$ cat src/rtl/aes_pkg.sv
// Shared definitions for the Rijndael ShiftRows/InvShiftRows datapath.
// Holds the per-NB row shift offsets, the byte/row/column index helpers
// and the state-width constants used by aes_shift_rows_pipe and
// aes_shift_rows_perm.
package aes_pkg;

    localparam int BYTE_W     = 8;
    localparam int ROWS       = 4;
    localparam int WORD_W     = ROWS * BYTE_W;
    localparam int NB_DEFAULT = 4;

    // State width for the default four-column configuration (32*NB).
    localparam int STATE_W_DEFAULT = WORD_W * NB_DEFAULT;

    // State width for an arbitrary column count.
    function automatic int state_width(input int nb);
        return WORD_W * nb;
    endfunction

    // Row rotation amount. Rijndael uses 0,1,2,3 for 4 and 6 columns and
    // 0,1,3,4 for 8 columns; row 0 never moves.
    function automatic int shift_offset(input int nb, input int row);
        if (nb == 8 && row >= 2) begin
            return row + 1;
        end
        return row;
    endfunction

    // Column that feeds output byte (col,row). Forward rotates left by the
    // row offset, inverse rotates right by the same amount.
    function automatic int src_col(input int nb, input int col, input int row, input bit inv);
        int s;
        s = shift_offset(nb, row);
        if (inv) begin
            return (col - s + nb) % nb;
        end
        return (col + s) % nb;
    endfunction

    // MSB position of byte (col,row) in the packed state bus. Column 0
    // occupies the top word and row 0 is the top byte of each column.
    function automatic int byte_msb(input int nb, input int col, input int row);
        return state_width(nb) - 1 - col * WORD_W - row * BYTE_W;
    endfunction

endpackage

$ cat src/rtl/aes_shift_rows_perm.sv
// Combinational ShiftRows/InvShiftRows byte permutation for an NB-column
// state. Every output byte is a fixed wire from one input byte, so the
// whole block is routing plus (optionally) a 2:1 mux per moved byte.
// Build option AES_SHIFTROWS_FWD_EN: when defined both directions exist
// and inv selects; otherwise only the inverse is built and inv is ignored.
module aes_shift_rows_perm
    import aes_pkg::*;
#(
    parameter int NB = 4
) (
    input  logic [32*NB-1:0] state,
    input  logic             inv,
    output logic [32*NB-1:0] permuted
);

    genvar gi, gj;

    generate
        for (gi = 0; gi < NB; gi++) begin : g_col
            for (gj = 0; gj < ROWS; gj++) begin : g_row
                localparam int DST_MSB = byte_msb(NB, gi, gj);
                localparam int INV_MSB = byte_msb(NB, src_col(NB, gi, gj, 1'b1), gj);
`ifdef AES_SHIFTROWS_FWD_EN
                localparam int FWD_MSB = byte_msb(NB, src_col(NB, gi, gj, 1'b0), gj);
                // Per-byte direction select between the two rotations.
                assign permuted[DST_MSB -: BYTE_W] = inv ? state[INV_MSB -: BYTE_W]
                                                         : state[FWD_MSB -: BYTE_W];
`else
                // Decrypt-only build: fixed inverse rotation.
                assign permuted[DST_MSB -: BYTE_W] = state[INV_MSB -: BYTE_W];
`endif
            end
        end
    endgenerate

`ifndef AES_SHIFTROWS_FWD_EN
    // Direction input has no effect in the decrypt-only build.
    logic unused_inv;
    assign unused_inv = inv;
`endif

endmodule

$ cat src/rtl/aes_shift_rows_pipe.sv
// Handshaked ShiftRows/InvShiftRows stage. The permuted state and its tag
// are written into a DEPTH-entry circular output buffer; the head entry is
// presented with valid/ready flow control. A push into a full buffer is
// allowed in the cycle the head is popped, so in_ready looks at out_ready.
// Build option AES_SHIFTROWS_FWD_EN enables the forward direction (see
// aes_shift_rows_perm); without it every transaction is InvShiftRows.
// Legal parameters: NB in {4,6,8}, DEPTH in 1..4.
module aes_shift_rows_pipe
    import aes_pkg::*;
#(
    parameter int NB    = 4,
    parameter int TAG_W = 4,
    parameter int DEPTH = 2
) (
    input  logic             clk,
    input  logic             rst,
    input  logic             in_valid,
    output logic             in_ready,
    input  logic             in_inv,
    input  logic [32*NB-1:0] in_state,
    input  logic [TAG_W-1:0] in_tag,
    output logic             out_valid,
    input  logic             out_ready,
    output logic [32*NB-1:0] out_state,
    output logic [TAG_W-1:0] out_tag,
    output logic [15:0]      xfer_cnt
);

    localparam int STATE_W = state_width(NB);
    localparam int PTR_W   = (DEPTH > 1) ? $clog2(DEPTH) : 1;
    localparam int CNT_W   = $clog2(DEPTH + 1);

    localparam logic [PTR_W-1:0] PTR_LAST  = PTR_W'(DEPTH - 1);
    localparam logic [CNT_W-1:0] CNT_DEPTH = CNT_W'(DEPTH);

    logic [STATE_W-1:0] perm_state;

    logic [STATE_W-1:0] state_mem [DEPTH];
    logic [TAG_W-1:0]   tag_mem   [DEPTH];

    logic [PTR_W-1:0] wr_ptr_reg, wr_ptr_next;
    logic [PTR_W-1:0] rd_ptr_reg, rd_ptr_next;
    logic [CNT_W-1:0] count_reg,  count_next;
    logic [15:0]      xfer_cnt_reg, xfer_cnt_next;

    logic push;
    logic pop;

    // Permutation sits ahead of the buffer write port so the buffer only
    // ever stores finished results; the mode is thereby fixed per entry.
    aes_shift_rows_perm #(
        .NB (NB)
    ) u_perm (
        .state    (in_state),
        .inv      (in_inv),
        .permuted (perm_state)
    );

    assign out_valid = (count_reg != '0);
    assign pop       = out_valid && out_ready;
    // Held low during reset; a full buffer still accepts when the head leaves.
    assign in_ready  = !rst && ((count_reg < CNT_DEPTH) || pop);
    assign push      = in_valid && in_ready;

    assign out_state = state_mem[rd_ptr_reg];
    assign out_tag   = tag_mem[rd_ptr_reg];
    assign xfer_cnt  = xfer_cnt_reg;

    // Pointer, occupancy and transfer-counter next-state logic.
    always_comb begin
        wr_ptr_next   = wr_ptr_reg;
        rd_ptr_next   = rd_ptr_reg;
        count_next    = count_reg;
        xfer_cnt_next = xfer_cnt_reg;

        if (push) begin
            wr_ptr_next = (wr_ptr_reg == PTR_LAST) ? '0 : wr_ptr_reg + 1'b1;
        end
        if (pop) begin
            rd_ptr_next   = (rd_ptr_reg == PTR_LAST) ? '0 : rd_ptr_reg + 1'b1;
            xfer_cnt_next = xfer_cnt_reg + 16'd1;
        end

        case ({push, pop})
            2'b10:   count_next = count_reg + 1'b1;
            2'b01:   count_next = count_reg - 1'b1;
            default: count_next = count_reg;
        endcase
    end

    // Control registers; reset discards every buffered entry.
    always_ff @(posedge clk) begin
        if (rst) begin
            wr_ptr_reg   <= '0;
            rd_ptr_reg   <= '0;
            count_reg    <= '0;
            xfer_cnt_reg <= '0;
        end else begin
            wr_ptr_reg   <= wr_ptr_next;
            rd_ptr_reg   <= rd_ptr_next;
            count_reg    <= count_next;
            xfer_cnt_reg <= xfer_cnt_next;
        end
    end

    // Buffer storage. Entries are cleared on reset so out_state/out_tag
    // read as zero afterwards. When full with a simultaneous pop the write
    // lands in the slot being vacated, which is safe because the head is
    // consumed on this same edge.
    always_ff @(posedge clk) begin
        if (rst) begin
            for (int i = 0; i < DEPTH; i++) begin
                state_mem[i] <= '0;
                tag_mem[i]   <= '0;
            end
        end else if (push) begin
            state_mem[wr_ptr_reg] <= perm_state;
            tag_mem[wr_ptr_reg]   <= in_tag;
        end
    end

endmodule

$ cat config.mk
export PLATFORM = sky130hd
export DESIGN_NAME = aes_shift_rows_pipe
export DESIGN_NICKNAME = d
export VERILOG_FILES = /design/src/rtl/aes_pkg.sv /design/src/rtl/aes_shift_rows_perm.sv /design/src/rtl/aes_shift_rows_pipe.sv
export SDC_FILE = /design/constraint.sdc
export NUM_CORES = 1
export LEC_CHECK = 0
export ABC_AREA = 1
export CORE_UTILIZATION = 45
export CTS_CLUSTER_DIAMETER = 120
export CTS_CLUSTER_SIZE = 25
export DETAILED_ROUTE_END_ITERATION = 10
export GPL_TIMING_DRIVEN = 0
export HOLD_SLACK_MARGIN = 0.08
export MAX_ROUTING_LAYER = met4
export PLACE_DENSITY = 0.76
export REMOVE_ABC_BUFFERS = 1
export SLEW_MARGIN = 0
export SYNTH_ARGS = -nofsm -noshare
export SYNTH_HDL_FRONTEND = slang
export SYNTH_SLANG_ARGS = --single-unit
$ cat constraint.sdc
create_clock -name clk -period 5.12 [get_ports clk]
set_clock_uncertainty 0.1 [all_clocks]
set_input_delay 1.28 -clock clk [delete_from_list [all_inputs] [get_ports clk]]
set_output_delay 1.28 -clock clk [all_outputs]
set_load 0.01 [all_outputs]
; After elaboration in Yosys (flattened, before gate mapping)
; Memory sizes are Yosys's and may differ from the RTL's. A register that Yosys moved wholly into a read port is not among the register bits.
; Cells that the tools add are included.
[totals]
ff_bits = 20
ram_bits = 264
inputBits = 137
output_inout_bits = 150
word_cells = 41
memories = 2
[mem_list]
columns = memory, words, word_bits, rd, rd_clocked_by_memory_dff, write_ports, line
row1 = state_mem, 2, 128, 1, 1, 2, aes_shift_rows_pipe.sv:38  ; logic [STATE_W-1:0] state_mem [DEPTH];
row2 = tag_mem, 2, 4, 1, 1, 2, aes_shift_rows_pipe.sv:39  ; logic [TAG_W-1:0] tag_mem [DEPTH];
[op_classes]
add_sub_neg = 5
magnitude_cmp = 1
eq_ne = 2
muxes = 18
reduce_logical = 9
[ops]
columns = cell, n
row1 = 128-bit two-way mux, 1
row2 = 128-bit OR reduction, 1
row3 = 16-bit by 1-bit adder with 16-bit output (second input constant), 1
row4 = 1-bit two-way mux, 15
row5 = 4-bit two-way mux, 1
row6 = 2-bit one-hot mux with 2 select lines, 1
row7 = 2-bit nonzero test, 2
row8 = 4-bit OR reduction, 1
row9 = 1-bit logical AND, 3
row10 = 1-bit adder (second input constant), 2
row11 = 2-bit by 1-bit adder with 2-bit output (second input constant), 1
row12 = 2-bit by 1-bit == test with 1-bit output (second input constant), 1
row13 = 2-bit == test (second input constant), 1
row14 = 2-bit < comparator (second input constant), 1
row15 = 2-bit by 1-bit subtractor with 2-bit output (second input constant), 1
row16 = 1-bit logical NOT, 1
row17 = 1-bit logical OR, 1

; Logic depth before layout (Yosys ltp)
; Gate-level depths: netlist (run 1).
[depth]
depth_word = 10
depth_mapped = 8
mapped_depth_nobuf = 8

; By module
; A second synthesis (run 1) with hierarchy kept.
[unflattened]
hier_cells = 1123
area_unflattened_um2 = 13445.4
[modules_own_cells]
columns = mod, instances, cells_each, area_per_inst_um2, seq_area_each_um2
row1 = aes_shift_rows_pipe, 1, 995, 12484.5, 8348.0
row2 = aes_shift_rows_perm, 1, 128, 960.9, 0.0

; Worst setup path after synthesis (run 1)
; OpenSTA, ideal clock, no wires.
[synth_path]
path_type = input port to flip-flop
from = input out_ready
to = memory state_mem[0][0] (netlist bit), enable pin
setup_time_ps = 496
t_arrival_ps = 4823
required_time_ps = 4524
slack_ps = -299
cell_stages = 6
path_buffers = 2
cell_sequence = inv_2 -> a21oi_4 -> nand3_2 -> buf_2 -> buf_2 -> nand2_1
[synth_lines]
columns = item, line
row1 = start: declaration, aes_shift_rows_pipe.sv:23  ; input logic out_ready,
row2 = end: declaration, aes_shift_rows_pipe.sv:38

; Final worst setup path (run 1)
[layout_path]
from = input rst
to = output in_ready
[layout_between]
elab_chain_len = 2
[layout_rtl]
columns = item, line
row1 = start: declaration, aes_shift_rows_pipe.sv:16  ; input logic rst,
row2 = 1-bit logical NOT, aes_shift_rows_pipe.sv:62  ; assign in_ready = !rst && ((count_reg < CNT_DEPTH) || pop);
row3 = 1-bit logical AND, aes_shift_rows_pipe.sv:62
row4 = end: declaration, aes_shift_rows_pipe.sv:18  ; output logic in_ready,
; No other way between the ends.

==> run metrics, run 1 <==
status=complete, no violations; residual DRC count=0; worst vdd ir=0.239 mV; share of post-route cells with drive strength above 1=0.140; Setup TNS Final=0 ps; vias in the first global route=7756; post-synthesis async set-or-reset flop share=0; headroom to the max-slew limit=0.568; pin count of the biggest net entering global routing=70; via count=7848; final period utilization=0.780; port bufs=285; Design Area, Final=0.0160 mm^2; sw power=1380 uW; CTS Hold Bufs=0; crit-path max cell delay=570 ps; ranking of synthesized cells by area=edfxtp_1, mux2_2, nor2_1, inv_1, dfxtp_1; Routed Antenna Nets=0; sequential share of power=0.514; leak pwr=0.00641 uW; TritonCTS Buffers=15; Skew-Pair Late Insertion Delay=490 ps; wire per inst=16.3 um; placed cells=1585; top-area cell type share of the netlist area=0.647; Max Cap Viol=0; # Post-CTS Setup Buffers=0; fmax=250 MHz; Power Density=340 mW/mm^2; WL final=26300 um; Int Power=4040 uW; Setup CP Type=primary input to output port; gr usage total=0.188; syn_area_per_cell=12.3 um^2; Top FF cell, synth=edfxtp_1; root buffer cell=clkbuf_16; Detailed Place HPWL=16400 um; NumNets Final=1400; sequential share of the synthesized area=0.682; Slew @ Worst Pin=647 ps; initial antenna violation count=1; gpl congestion=0.854; CP Data Required Time=3740 ps; worst-case clock buffer depth=3; post-CTS sizing=0; Starting Density=0.457; die span in y=167 um; Comb power frac=0.250; worst path cell trace=clkdlybuf4s50_1 -> a21oi_4 -> clkdlybuf4s50_1; Startpoint Class=primary input; # IOs=287; mapped cell area=0.0122 mm^2; non-filler instance count after layout=1611; number of synthesized register bits=285; chip width=167 um; Critical Path AT=2610 ps; Gate Count Post-Synth=995; Clock power frac=0.236; maximum fanout along the worst path=5; global-route wire length before repair=40300 um; Netlist cell types=25; drt pass-1 iters=4; Sw Ratio=0.255; largest area contributor in the netlist=edfxtp_1; area growth from synthesis to layout=30.4%; count of final setup violators=0; Via-to-Cell Ratio=4.87; CTS tree=yes; CP Capture Type=output port; Slowest cell on crit path=clkdlybuf4s50_1; RSZ-0062 raised after global routing=false; max FFs per register=256; top post-synthesis cells by count=nor2_1, edfxtp_1, inv_1, mux2_2, nand2_1; DIE AREA=0.0279 mm^2; crit-path most repeated cell=clkdlybuf4s50_1; crit path time final=3990 ps; Clock transition at path regs=100 ps; Placed Area=0.0155 mm^2; Std-Cell Core Area=0.0268 mm^2; detailed router's first-iteration violation count=611; Post-synth EDFFs=264; top-count cell post-synth=nor2_1; htree depth=1; Hold Vio Cnt, Final=0; Slew Limit Fails=0; CTS Sinks=285; worst hold path type=register to register; Rows=60; tightest hold margin=373 ps; total grt overflow=0; yosys warns=0
-- layout by cell type, fill, tap and decap left out, drive strengths merged --
| cell | instances |
|---|---|
| a211oi | 1 |
| a21oi | 12 |
| and3 | 1 |
| buf | 9 |
| clkbuf | 24 |
| clkdlybuf4s50 | 285 |
| dfxtp | 21 |
| diode | 1 |
| edfxtp | 264 |
| ha | 2 |
| inv | 156 |
| mux2 | 132 |
| nand2 | 38 |
| nand3 | 10 |
| nand4 | 4 |
| nor2 | 298 |
| nor3 | 2 |
| o21ai | 9 |
| xor2 | 1 |
-- power groups by stage --
stage | Combinational (uW) | Sequential [uW] | Clock (uW)
final | 1360 | 2790 | 1280
after detailed placement | 1370 | 2840 | 0
after global placement | 1300 | 2970 | 0
after global routing | 1440 | 2800 | 1390
after CTS | 1380 | 2790 | 1320
after floorplan | 622 | 2900 | 0
-- worst max-delay path: cells and delay by family --
kind / cells / cell delay [ps]
buffers and inverters: 2 / 1100
AO/OA/AOI/OAI: 1 / 230
-- final cells by class --
cell class,count,area (um^2)
fill,2237,10800
sequential,285,8350
timing repair buffer,294,3100
multi-input combinational,510,3070
inverter,155,587
tap,341,427
clock buffer,24,409
clock inverter,1,16.3
antenna,1,2.50
-- layer usage --
layer | GRT usage | wire, um
met3 | 0.0492 | 1980
met2 | 0.315 | 13100
met5 | - | 0
met4 | 0.0411 | 391
met1 | 0.229 | 10800
-- through the flow --
step           worst slack, ps   util  total power, uW
3_5_place_dp              1130  0.580             4210
4_1_cts                   1120  0.596             5490
3_3_place_gp             -6220  0.569             4270
2_1_floorplan            -1760      -             3530
6_report                  1130  0.596             5430
5_1_grt                   1080  0.596             5640
-- cells by family after synthesis --
family / count (synthesis) / synth area share
AOI/OAI and AO/OA: 22 / 0.0101
xor gates and xnor gates: 1 / 0.000715
adders and majority gates: 2 / 0.00204
buffers and inverters: 200 / 0.0694
DFF: 285 / 0.682
muxes: 132 / 0.121
and+or+nand+nor: 353 / 0.115
-- final timing paths --
check                                  start                to  slack (ps)  cells past startpoint
worst max register to register  count_reg[1]  state_mem[1][53]        2750                      6
worst max-delay path                     rst          in_ready        1130                      3
worst min-delay path              rd_ptr_reg          register         370                      1
worst min register to register    rd_ptr_reg          register         370                      1
Note: power is estimated with default switching activity, not from simulation.
==> run 2, diff against run 1 <==
Clock period 5.12 ns to 3.56 ns, I/O delays scaled along.
==> results of run 2 <==
Same layout as run 1 (identical final DEF). Status: complete, no violations.
Among the figures that moved: setup slack after placement 1130 ps -> 76.2 ps; setup slack after layout 1130 ps -> 310 ps; end point of the critical path in_ready -> out_state[60]; register-to-register setup slack 2750 ps -> 1190 ps; total power 5430 uW -> 7800 uW; worst IR drop on VDD 0.239 mV -> 0.344 mV
==> run 3, diff against run 2 <==
Settings changed: CORE_MARGIN set to 3, GPL_TIMING_DRIVEN 0 to unset.
==> run metrics, run 3 (synthesized netlist as in run 1, its figures left out) <==
Slew Limit Fails=0 (unchanged); gpl congestion=0.870 (was 0.854); count of final setup violators=0 (unchanged); NumNets Final=1417 (was 1400); worst vdd ir=0.372 mV (was 0.344 mV); htree depth=1 (unchanged); max FFs per register=256 (unchanged); maximum fanout along the worst path=32 (was 63); CTS Hold Bufs=0 (unchanged); worst hold path type=register to register (unchanged); Clock transition at path regs=90 ps (was 100 ps); drt pass-1 iters=5 (was 4); post-CTS sizing=0 (unchanged); gr usage total=0.184 (was 0.188); setup slack after layout=216 ps (was 310 ps); final period utilization=0.939 (was 0.913); via count=7903 (was 7848); global-route wire length before repair=41400 um (was 40300 um); Starting Density=0.463 (was 0.457); leak pwr=0.00647 uW (was 0.00641 uW); initial antenna violation count=1 (unchanged); wire per inst=16.9 um (was 16.3 um); crit path time final=3340 ps (was 3250 ps); area growth from synthesis to layout=30.8% (was 30.4%); status=complete, no violations (unchanged); non-filler instance count after layout=1617 (was 1611); Power Density=487 mW/mm^2 (was 489 mW/mm^2); Std-Cell Core Area=0.0264 mm^2 (was 0.0268 mm^2); Critical Path AT=2350 ps (was 2260 ps); Core Util, Final=0.606 (was 0.596); port bufs=285 (unchanged); pin count of the biggest net entering global routing=133 (was 70); share of post-route cells with drive strength above 1=0.152 (was 0.140); Via-to-Cell Ratio=4.89 (was 4.87); fmax=299 MHz (was 308 MHz); residual DRC count=0 (unchanged); Routed Antenna Nets=0 (unchanged); headroom to the max-slew limit=0.513 (was 0.568); hold path depth=1 (unchanged); placed cells=1596 (was 1585); # Post-CTS Setup Buffers=0 (unchanged); Skew-Pair Late Insertion Delay=480 ps (was 490 ps); CTS tree=yes (unchanged); vias in the first global route=7911 (was 7756); tightest hold margin=370 ps (was 373 ps); CTS Sinks=285 (unchanged); die span in y=171 um (was 167 um); Max Cap Viol=0 (unchanged); # IOs=287 (unchanged); worst-case clock buffer depth=3 (unchanged); Hold Vio Cnt, Final=0 (unchanged); DIE AREA=0.0292 mm^2 (was 0.0279 mm^2); WL final=27300 um (was 26300 um); Rows=59 (was 60); TritonCTS Buffers=15 (unchanged); Post-Place Worst Slack=372 ps (was 76.2 ps); most frequent cells in the layout=nor2_1, clkdlybuf4s50_1, edfxtp_1, inv_1, mux2_2 (unchanged); RSZ-0062 raised after global routing=false (unchanged); Setup CP Type=register to output port (unchanged); Startpoint Class=register (unchanged); Detailed Place HPWL=18000 um (was 16400 um); CP Data Required Time=2570 ps (about the same); CP Capture Type=output port (unchanged); chip width=171 um (was 167 um); detailed router's first-iteration violation count=513 (was 611); total grt overflow=0 (unchanged); Slew @ Worst Pin=730 ps (was 647 ps); root buffer cell=clkbuf_16 (unchanged); FF-to-FF path depth=6 (unchanged)
[run 3: changes by cell type in the layout (fill, tap and decap cells not counted), sizes merged]
cell and change:
clkbuf -5, buf +17
[run 3: routing by layer]
metal | global-route usage | wire, um | vias to the layer above
met5 | - | 0 | -
met2 | 0.318 | 13900 | 221
met1 | 0.225 | 11100 | 3834
met4 | 0.0343 | 427 | 0
met3 | 0.0418 | 1950 | 27
li1 | - | - | 3821
[run 3: final timing paths]
check	startpoint	to	slack [ps]
max	register	out_state[16]	220
min	rd_ptr_reg	register	370
max reg2reg	count_reg[1]	state_mem[1][36]	1710
min reg2reg	rd_ptr_reg	register	370
[run 3: worst max-delay path, cell delays in order (launching register included)]
cell	delay, ps
dfxtp_4	700
buf_4	310
mux2_2	350
clkdlybuf4s50_1	510
[run 3: cell type report]
class | count | area, um^2
antenna | 1 | 2.50
clock buffer | 19 | 390
clock inverter | 1 | 16.3
fill | 2125 | 10400
inverter | 155 | 584
multi-input combinational | 510 | 3070
sequential | 285 | 8350
tap | 335 | 419
timing repair buffer | 311 | 3190
[run 3: power breakdown]
part           total (uW)  internal, uW  switching [uW]
logic                1970          1120             852
registers            4030          3920             115
clock network        1790           790            1000
total                7790          5820            1970
[run 3: through the flow]
stage	total power [uW]	TNS (ps)	instance area, um^2
finish	7790	0	16000
global route	8140	0	16000
global placement	6070	0	15600
floorplan	5070	-916720	12000
detailed placement	6100	0	15600
CTS	7900	0	16000
